**config.mk**
```make
export PLATFORM = sky130hd
export DESIGN_NAME = mem_out_master
export DESIGN_NICKNAME = d
export VERILOG_FILES = /design/src/rtl/mem_out_master_pkg.sv /design/src/rtl/mem_out_master_rd_lat_cnt.sv /design/src/rtl/mem_out_master.sv
export SDC_FILE = /design/constraint.sdc
export NUM_CORES = 1
export LEC_CHECK = 0
export CAP_MARGIN = 20
export CORE_UTILIZATION = 38
export DETAILED_ROUTE_END_ITERATION = 8
export PLACE_DENSITY = 0.77
export SKIP_CTS_REPAIR_TIMING = 1
export SYNTH_ARGS = -nofsm -noshare
export SYNTH_HDL_FRONTEND = slang
export SYNTH_HIERARCHICAL = 1
export SYNTH_SLANG_ARGS = --single-unit
```
**constraint.sdc**
```tcl
create_clock -name clk -period 3.65 [get_ports clk]
set_input_delay 0.73 -clock clk [delete_from_list [all_inputs] [get_ports clk]]
set_output_delay 0.73 -clock clk [all_outputs]
set_load 0.01 [all_outputs]
```
**src/rtl/mem_out_master_pkg.sv**
```systemverilog
// Shared types and constants for the output-memory initiator.
package mem_out_pkg;

    localparam int MEM_DEPTH  = 32;
    localparam int WORD_W     = 32;
    localparam int REQ_ADDR_W = 32;
    localparam int REQ_DATA_W = WORD_W;
    localparam int RD_LAT_DEF = 1;

    typedef enum logic [2:0] {
        IDLE,
        WRITE,
        READ,
        VERIFY,
        RESP
    } state_e;

    // The latency counter only ever holds RD_LAT-1, so it needs clog2(RD_LAT) bits (at least one).
    function automatic int cnt_width(input int lat);
        return (lat < 2) ? 1 : $clog2(lat);
    endfunction

endpackage

```
**src/rtl/mem_out_master_rd_lat_cnt.sv**
```systemverilog
// Loadable down-counter with a zero flag; times the Ren window for reads and readback.
module rd_lat_cnt #(
    parameter int W = 1
) (
    input  logic         clk,
    input  logic         rst,
    input  logic         load,
    input  logic [W-1:0] load_val,
    input  logic         dec,
    output logic         zero
);

    logic [W-1:0] cnt_q;
    logic [W-1:0] cnt_d;

    assign zero = (cnt_q == '0);

    always_comb begin
        cnt_d = cnt_q;
        if (load) begin
            cnt_d = load_val;
        end else if (dec && !zero) begin
            cnt_d = cnt_q - 1'b1;
        end
    end

    always_ff @(posedge clk or posedge rst) begin
        if (rst) begin
            cnt_q <= '0;
        end else begin
            cnt_q <= cnt_d;
        end
    end

endmodule

```
**src/rtl/mem_out_master.sv**
```systemverilog
// Output-memory initiator: one request at a time, clean non-overlapping Wen/Ren strobes, one-cycle response.
// Define WRITE_READBACK_EN to read back and compare every write before responding.
module mem_out_master
    import mem_out_pkg::*;
#(
    parameter int ADDR_W = REQ_ADDR_W,
    parameter int DATA_W = REQ_DATA_W,
    parameter int DEPTH  = MEM_DEPTH,
    parameter int RD_LAT = RD_LAT_DEF
) (
    input  logic              clk,
    input  logic              rst,
    input  logic              req_valid,
    output logic              req_ready,
    input  logic              req_we,
    input  logic [ADDR_W-1:0] req_dir,
    input  logic [DATA_W-1:0] req_dato,
    output logic              resp_valid,
    output logic [DATA_W-1:0] resp_dato,
    output logic              resp_err,
    output logic [ADDR_W-1:0] mem_direccion,
    output logic              mem_Wen,
    output logic              mem_Ren,
    output logic [DATA_W-1:0] mem_datoEscritura,
    input  logic [DATA_W-1:0] mem_datoLectura
);

    localparam int                CW       = cnt_width(RD_LAT);
    localparam logic [CW-1:0]     CNT_INIT = CW'(RD_LAT - 1);
    localparam logic [ADDR_W-1:0] DEPTH_A  = ADDR_W'(DEPTH);

    state_e              state_q, state_d;
    logic                req_ready_q, req_ready_d;
    logic                resp_valid_q, resp_valid_d;
    logic [DATA_W-1:0]   resp_dato_q, resp_dato_d;
    logic                resp_err_q, resp_err_d;
    logic [ADDR_W-1:0]   mem_dir_q, mem_dir_d;
    logic                wen_q, wen_d;
    logic                ren_q, ren_d;
    logic [DATA_W-1:0]   wdat_q, wdat_d;

    logic cnt_load;
    logic cnt_dec;
    logic cnt_zero;

    rd_lat_cnt #(
        .W(CW)
    ) u_rd_lat_cnt (
        .clk      (clk),
        .rst      (rst),
        .load     (cnt_load),
        .load_val (CNT_INIT),
        .dec      (cnt_dec),
        .zero     (cnt_zero)
    );

    always_comb begin
        state_d      = state_q;
        req_ready_d  = req_ready_q;
        resp_valid_d = 1'b0;
        resp_dato_d  = resp_dato_q;
        resp_err_d   = resp_err_q;
        mem_dir_d    = mem_dir_q;
        wen_d        = wen_q;
        ren_d        = ren_q;
        wdat_d       = wdat_q;
        cnt_load     = 1'b0;
        cnt_dec      = 1'b0;

        case (state_q)
            IDLE: begin
                req_ready_d = 1'b1;
                mem_dir_d   = '0;
                wdat_d      = '0;
                resp_dato_d = '0;
                resp_err_d  = 1'b0;
                if (req_valid && req_ready_q) begin
                    req_ready_d = 1'b0;
                    mem_dir_d   = req_dir;
                    if (req_dir >= DEPTH_A) begin
                        state_d      = RESP;
                        resp_valid_d = 1'b1;
                        resp_err_d   = 1'b1;
                    end else if (req_we) begin
                        state_d = WRITE;
                        wen_d   = 1'b1;
                        wdat_d  = req_dato;
                    end else begin
                        state_d  = READ;
                        ren_d    = 1'b1;
                        cnt_load = 1'b1;
                    end
                end
            end
            WRITE: begin
                wen_d = 1'b0;
`ifdef WRITE_READBACK_EN
                // Ren starts the cycle after Wen, so the strobes never overlap.
                state_d  = VERIFY;
                ren_d    = 1'b1;
                cnt_load = 1'b1;
`else
                state_d      = RESP;
                resp_valid_d = 1'b1;
`endif
            end
            READ: begin
                if (cnt_zero) begin
                    ren_d        = 1'b0;
                    resp_dato_d  = mem_datoLectura;
                    resp_valid_d = 1'b1;
                    state_d      = RESP;
                end else begin
                    cnt_dec = 1'b1;
                end
            end
            VERIFY: begin
                if (cnt_zero) begin
                    ren_d        = 1'b0;
                    resp_err_d   = (mem_datoLectura != wdat_q);
                    resp_valid_d = 1'b1;
                    state_d      = RESP;
                end else begin
                    cnt_dec = 1'b1;
                end
            end
            RESP: begin
                state_d     = IDLE;
                req_ready_d = 1'b1;
                mem_dir_d   = '0;
                wdat_d      = '0;
                resp_dato_d = '0;
                resp_err_d  = 1'b0;
            end
            default: begin
                state_d     = IDLE;
                req_ready_d = 1'b1;
                wen_d       = 1'b0;
                ren_d       = 1'b0;
            end
        endcase
    end

    always_ff @(posedge clk or posedge rst) begin
        if (rst) begin
            state_q      <= IDLE;
            req_ready_q  <= 1'b1;
            resp_valid_q <= 1'b0;
            resp_dato_q  <= '0;
            resp_err_q   <= 1'b0;
            mem_dir_q    <= '0;
            wen_q        <= 1'b0;
            ren_q        <= 1'b0;
            wdat_q       <= '0;
        end else begin
            state_q      <= state_d;
            req_ready_q  <= req_ready_d;
            resp_valid_q <= resp_valid_d;
            resp_dato_q  <= resp_dato_d;
            resp_err_q   <= resp_err_d;
            mem_dir_q    <= mem_dir_d;
            wen_q        <= wen_d;
            ren_q        <= ren_d;
            wdat_q       <= wdat_d;
        end
    end

    assign req_ready         = req_ready_q;
    assign resp_valid        = resp_valid_q;
    assign resp_dato         = resp_dato_q;
    assign resp_err          = resp_err_q;
    assign mem_direccion     = mem_dir_q;
    assign mem_Wen           = wen_q;
    assign mem_Ren           = ren_q;
    assign mem_datoEscritura = wdat_q;

endmodule

```
### Word level (Yosys, flattened, before mapping)

Cells that the tools add are included.

* reductions and logical operators: 17
* multiplexer cells: 38
* bitwise logic cells: 2
* equality and inequality tests: 12
* magnitude comparators: 1
* add/sub/neg operators: 1

Operator list (number)
* $pmux W32 S2: 3
* $mux W32: 5
* $ge A32 B6 Y1 const B: 1
* $ne A32 B32 Y1: 1
* $mux W1: 20
* $ne A2 B2 Y1 const B: 7
* $mux W3: 3
* $pmux W1 S3: 3
* $pmux W3 S3: 1
* $eq A3 B2 Y1 const B: 2
* $reduce_and A2 Y1: 3
* $reduce_bool A2 Y1: 3
* $reduce_or A2 Y1: 3
* $reduce_or A3 Y1: 2
* $reduce_and A5 Y1: 1
* $pmux W1 S2: 2
* $reduce_and A4 Y1: 1
* $eq A3 B1 Y1 const B: 1
* $eq A3 B3 Y1 const B: 1
* $logic_not A3 Y1: 1
* $reduce_bool A3 Y1: 1
* $logic_and A1 B1 Y1: 2
* $mux W2: 1
* $not A1 Y1: 2
* $sub A1 B1 Y1 const B: 1

* word-level logic and storage cells: 81
* output and inout port bits: 101
* bits in registers: 105

### Depth between registers and ports, before layout

* depth after elaboration: 6
* gate-level depth with buffers: 8
* depth with buffers taken out: 6

### Hierarchy

Netlist, hierarchy kept.

Modules (own cells, without submodules)
* mem_out_master: sequential area each 2603.7 um2, cells an instance 432, instances 1, area each 4473.0 um2
* rd_lat_cnt: sequential area each 25.0 um2, cells an instance 5, instances 1, area each 48.8 um2

### Least setup slack after synthesis

Ideal clock, no wire load.

* path kind: input to register
* start point: input port req_dir[15]
* end point: register wdat_q[0] (netlist: mem_datoEscritura[0])
* data arrival time: 1853 ps
* stages on the path: 7
* library setup time: 66 ps
* slack: 1732 ps
* path buffers: 2
* cell sequence: nor4_1 -> nand4_1 -> nor2_2 -> and4_4 -> buf_12 -> buf_12 -> a22o_1

* word-level cells in the longest chain between the ends: 4

RTL lines
* start: declaration: line mem_out_master.sv:16 `input logic [ADDR_W-1:0] req_dir,`
* $ge A32 B6 Y1: line mem_out_master.sv:80 `if (req_dir >= DEPTH_A) begin`
* $mux W32: line mem_out_master.sv:80
* $mux W32: line mem_out_master.sv:77 `if (req_valid && req_ready_q) begin`
* $pmux W32 S2: line mem_out_master.sv:70 `case (state_q)`
* end signal: assignment: line mem_out_master.sv:164 `wdat_q <= wdat_d;`
* end: declaration: line mem_out_master.sv:40 `logic [DATA_W-1:0] wdat_q, wdat_d;`

No other way between the ends.
A chain may end at the register's enable or synchronous reset.

### Final worst setup path

* start point: input port req_dir[15]
* end point: register wdat_q[3] (netlist: mem_datoEscritura[3])

The elaborated chain is that of the path after synthesis.

==> impl_metrics.tcl <==
set metrics [dict create \
    syn_inst 437 \
    die_y_um 111 \
    path_max_fanout 33 \
    status "finished, violations left" \
    avgViaCountPerCell 5.24 \
    syn_area_per_cell_um2 10.3 \
    rr_endpoint "mem_datoEscritura[3]" \
    worstReg2RegStart "state_q[0]" \
    slew_viol_final 0 \
    htree_levels 3 \
    slew_headroom_pct 46.0 \
    final_cell_area_mm2 0.00690 \
    cts_root_buf "clkbuf_16" \
    syn_nets 537 \
    dp_hpwl_mm 9.72 \
    start_util_pct 39.3 \
    ys_ff_latch 105 \
    via_count 4058 \
    r2r_cells 4 \
    dpl.cell_count 758 \
    crit_type "in2reg" \
    skew_ns 0.00673 \
    drc 40 \
    core_mm2 0.0115 \
    cp.arrival_ns 2.71 \
    numClockSinks 105 \
    ant_nets 0 \
    clock_latency_ns 0.35 \
    first_pass_iters 7 \
    hold_start "mem_direccion[18]" \
    fmax_mhz 413 \
    power.density_mw_per_mm2 359 \
    grt_pass1_vias 4199 \
    grt-ovfl-total 0 \
    avgRoutedWirePerCell_um 17.5 \
    timing.final.crit_share_pct 66.4 \
    hold_class "reg2reg" \
    antenna_cells 0 \
    synth_area_mm2 0.00452 \
    wl_met2_mm 6.36 \
    grt_pass1_wl_mm 22.1 \
    track_usage_pct 23.0 \
    finalPower_mw 2.48 \
    globalplace.congestion 0.829 \
    wl_met1_mm 5.62 \
    finalSetupViolations 0 \
    place_area_mm2 0.00660 \
    async_flop_share_pct 100 \
    drtIter0Drc 343 \
    synth_top_area_share_pct 57.6 \
    clk_pin_slew_ns 0.07 \
    ys.flop_type "dfrtp_1" \
    yosysTopAreaCell "dfrtp_1" \
    ir_worst_vdd_v 0.000396 \
    critPathCaptureType "flop" \
    ctsLongestPathBuffers 2 \
    min_delay_worst_endpoint "mem_direccion[18]" \
    rsz0062_at_grt "false" \
    ys_top_cells_by_area "dfrtp_1 (58%), nand2_1 (9.9%), a22o_1 (6.2%)" \
    grt_max_degree 72 \
    mostFrequentLayoutCell "clkdlybuf4s50_1" \
    layout.cells.non_filler 774 \
    antenna_found_initial 0 \
    nNetsFinal 726 \
    violations "design-rule violations" \
    synth-edff-count 0 \
    wl_met3_mm 1.46 \
    final-hold-violation-count 0 \
    area_growth_pct 52.6 \
    ys_types 35 \
    row_count 39 \
    synth_warnings 6 \
    routed_wl_mm 13.6 \
    period_needed_ns 2.42 \
    dr.max_layer_used "met4" \
    power.leakage_nw 2.94 \
    final_cell_mix "clkdlybuf4s50_1 (200), nand2_1 (119), dfrtp_1 (104)" \
    cp-start-kind "input pin" \
    drive_gt1_share_pct 5.55 \
    cts_tree "built" \
    fin_tns_setup_ns 0 \
    die-area_mm2 0.0123 \
    r2r_slack_ns 1.56 \
    portBuffers 200 \
    ios 201 \
    cap_violations 0 \
    die_x_um 111 \
    tightest_slew_ns 0.810 \
    cp.required_ns 3.94 \
    cts-buffers-inserted 9 \
    seq_area_frac_synth_pct 58.1 \
    hold_path_depth 2 \
]
==> worst max-delay path by stage <==
stage               slack (ns)                     to  cells after the start   startpoint
global route              1.15   mem_datoEscritura[3]                      6  req_dir[15]
CTS                       1.24   mem_datoEscritura[3]                      6  req_dir[15]
global placement          0.88  mem_datoEscritura[19]                      6  req_dir[15]
floorplan                 0.19                mem_Ren                      1          rst
finish                    1.23   mem_datoEscritura[3]                      6  req_dir[15]
detailed placement        0.87   mem_datoEscritura[3]                      6  req_dir[15]
==> state kept, by name, indices dropped and copies added, names as in the netlist <==
signal              flops
mem_Ren                 1
mem_Wen                 1
mem_datoEscritura      32
mem_direccion          32
req_ready               1
resp_dato              32
resp_err                1
resp_valid              1
state_q                 3
u_rd_lat_cnt/cnt_q      1
==> kinds of logic after synthesis <==
family                 after synthesis  share of synthesized area, %
AND/OR/NAND/NOR                    192                          18.9
flip-flops                         105                          58.1
AO/OA/AOI/OAI                       69                          11.0
XOR/XNOR                            32                          6.20
buffers and inverters               32                          4.32
multiplexers                         6                          1.33
other                                1                        0.0829
==> final cells by class <==
cell class                 instances  area (µm²)
fill                             961        4610
timing repair buffer             207        2070
multi-input combinational        300        1720
clock buffer                      11         243
inverter                           3        13.8
sequential                       105        2630
clock inverter                     5        55.1
tap                              143         179
==> stage by stage <==
| step | hold WS (ns) | setup WS, ns | util [%] |
|---|---|---|---|
| floorplan | 0.459 | 0.189 | - |
| global placement | 0.449 | 0.882 | 57.3 |
| detailed placement | 0.457 | 0.866 | 57.3 |
| CTS | 0.474 | 1.24 | 59.9 |
| global route | 0.495 | 1.15 | 59.9 |
| finish | 0.471 | 1.23 | 59.9 |
==> Yosys cell counts (all sizes together), types with 2 or more instances <==
cell	n
nand2	119
xnor2	32
nor4	9
nor2b	3
o21ai	26
mux2i	6
nor2	11
nor3	3
and4b	2
inv	3
a21oi	3
buf	13
nand4	9
nand3	34
clkbuf	16
a22o	32
o22a	2
dfrtp	104
==> power breakdown <==
| group | switching (mW) | internal (mW) |
|---|---|---|
| clock | 0.431 | 0.549 |
| sequential | 0.0184 | 1.19 |
| combinational | 0.115 | 0.172 |
==> metal layers <==
layer	vias to the layer above	GRT usage [%]
li1	1866	-
met1	1977	28.7
met2	200	37.1
met3	15	9.35
met4	0	5.86
met5	-	0
==> worst max-delay path: stages <==
cell and delay, ns:
clkdlybuf4s50_1 0.43, nor4_1 0.37, nand4_1 0.17, nor2_2 0.22, and4_4 0.54, a22o_1 0.22
Power figures use the tool's default switching activity.
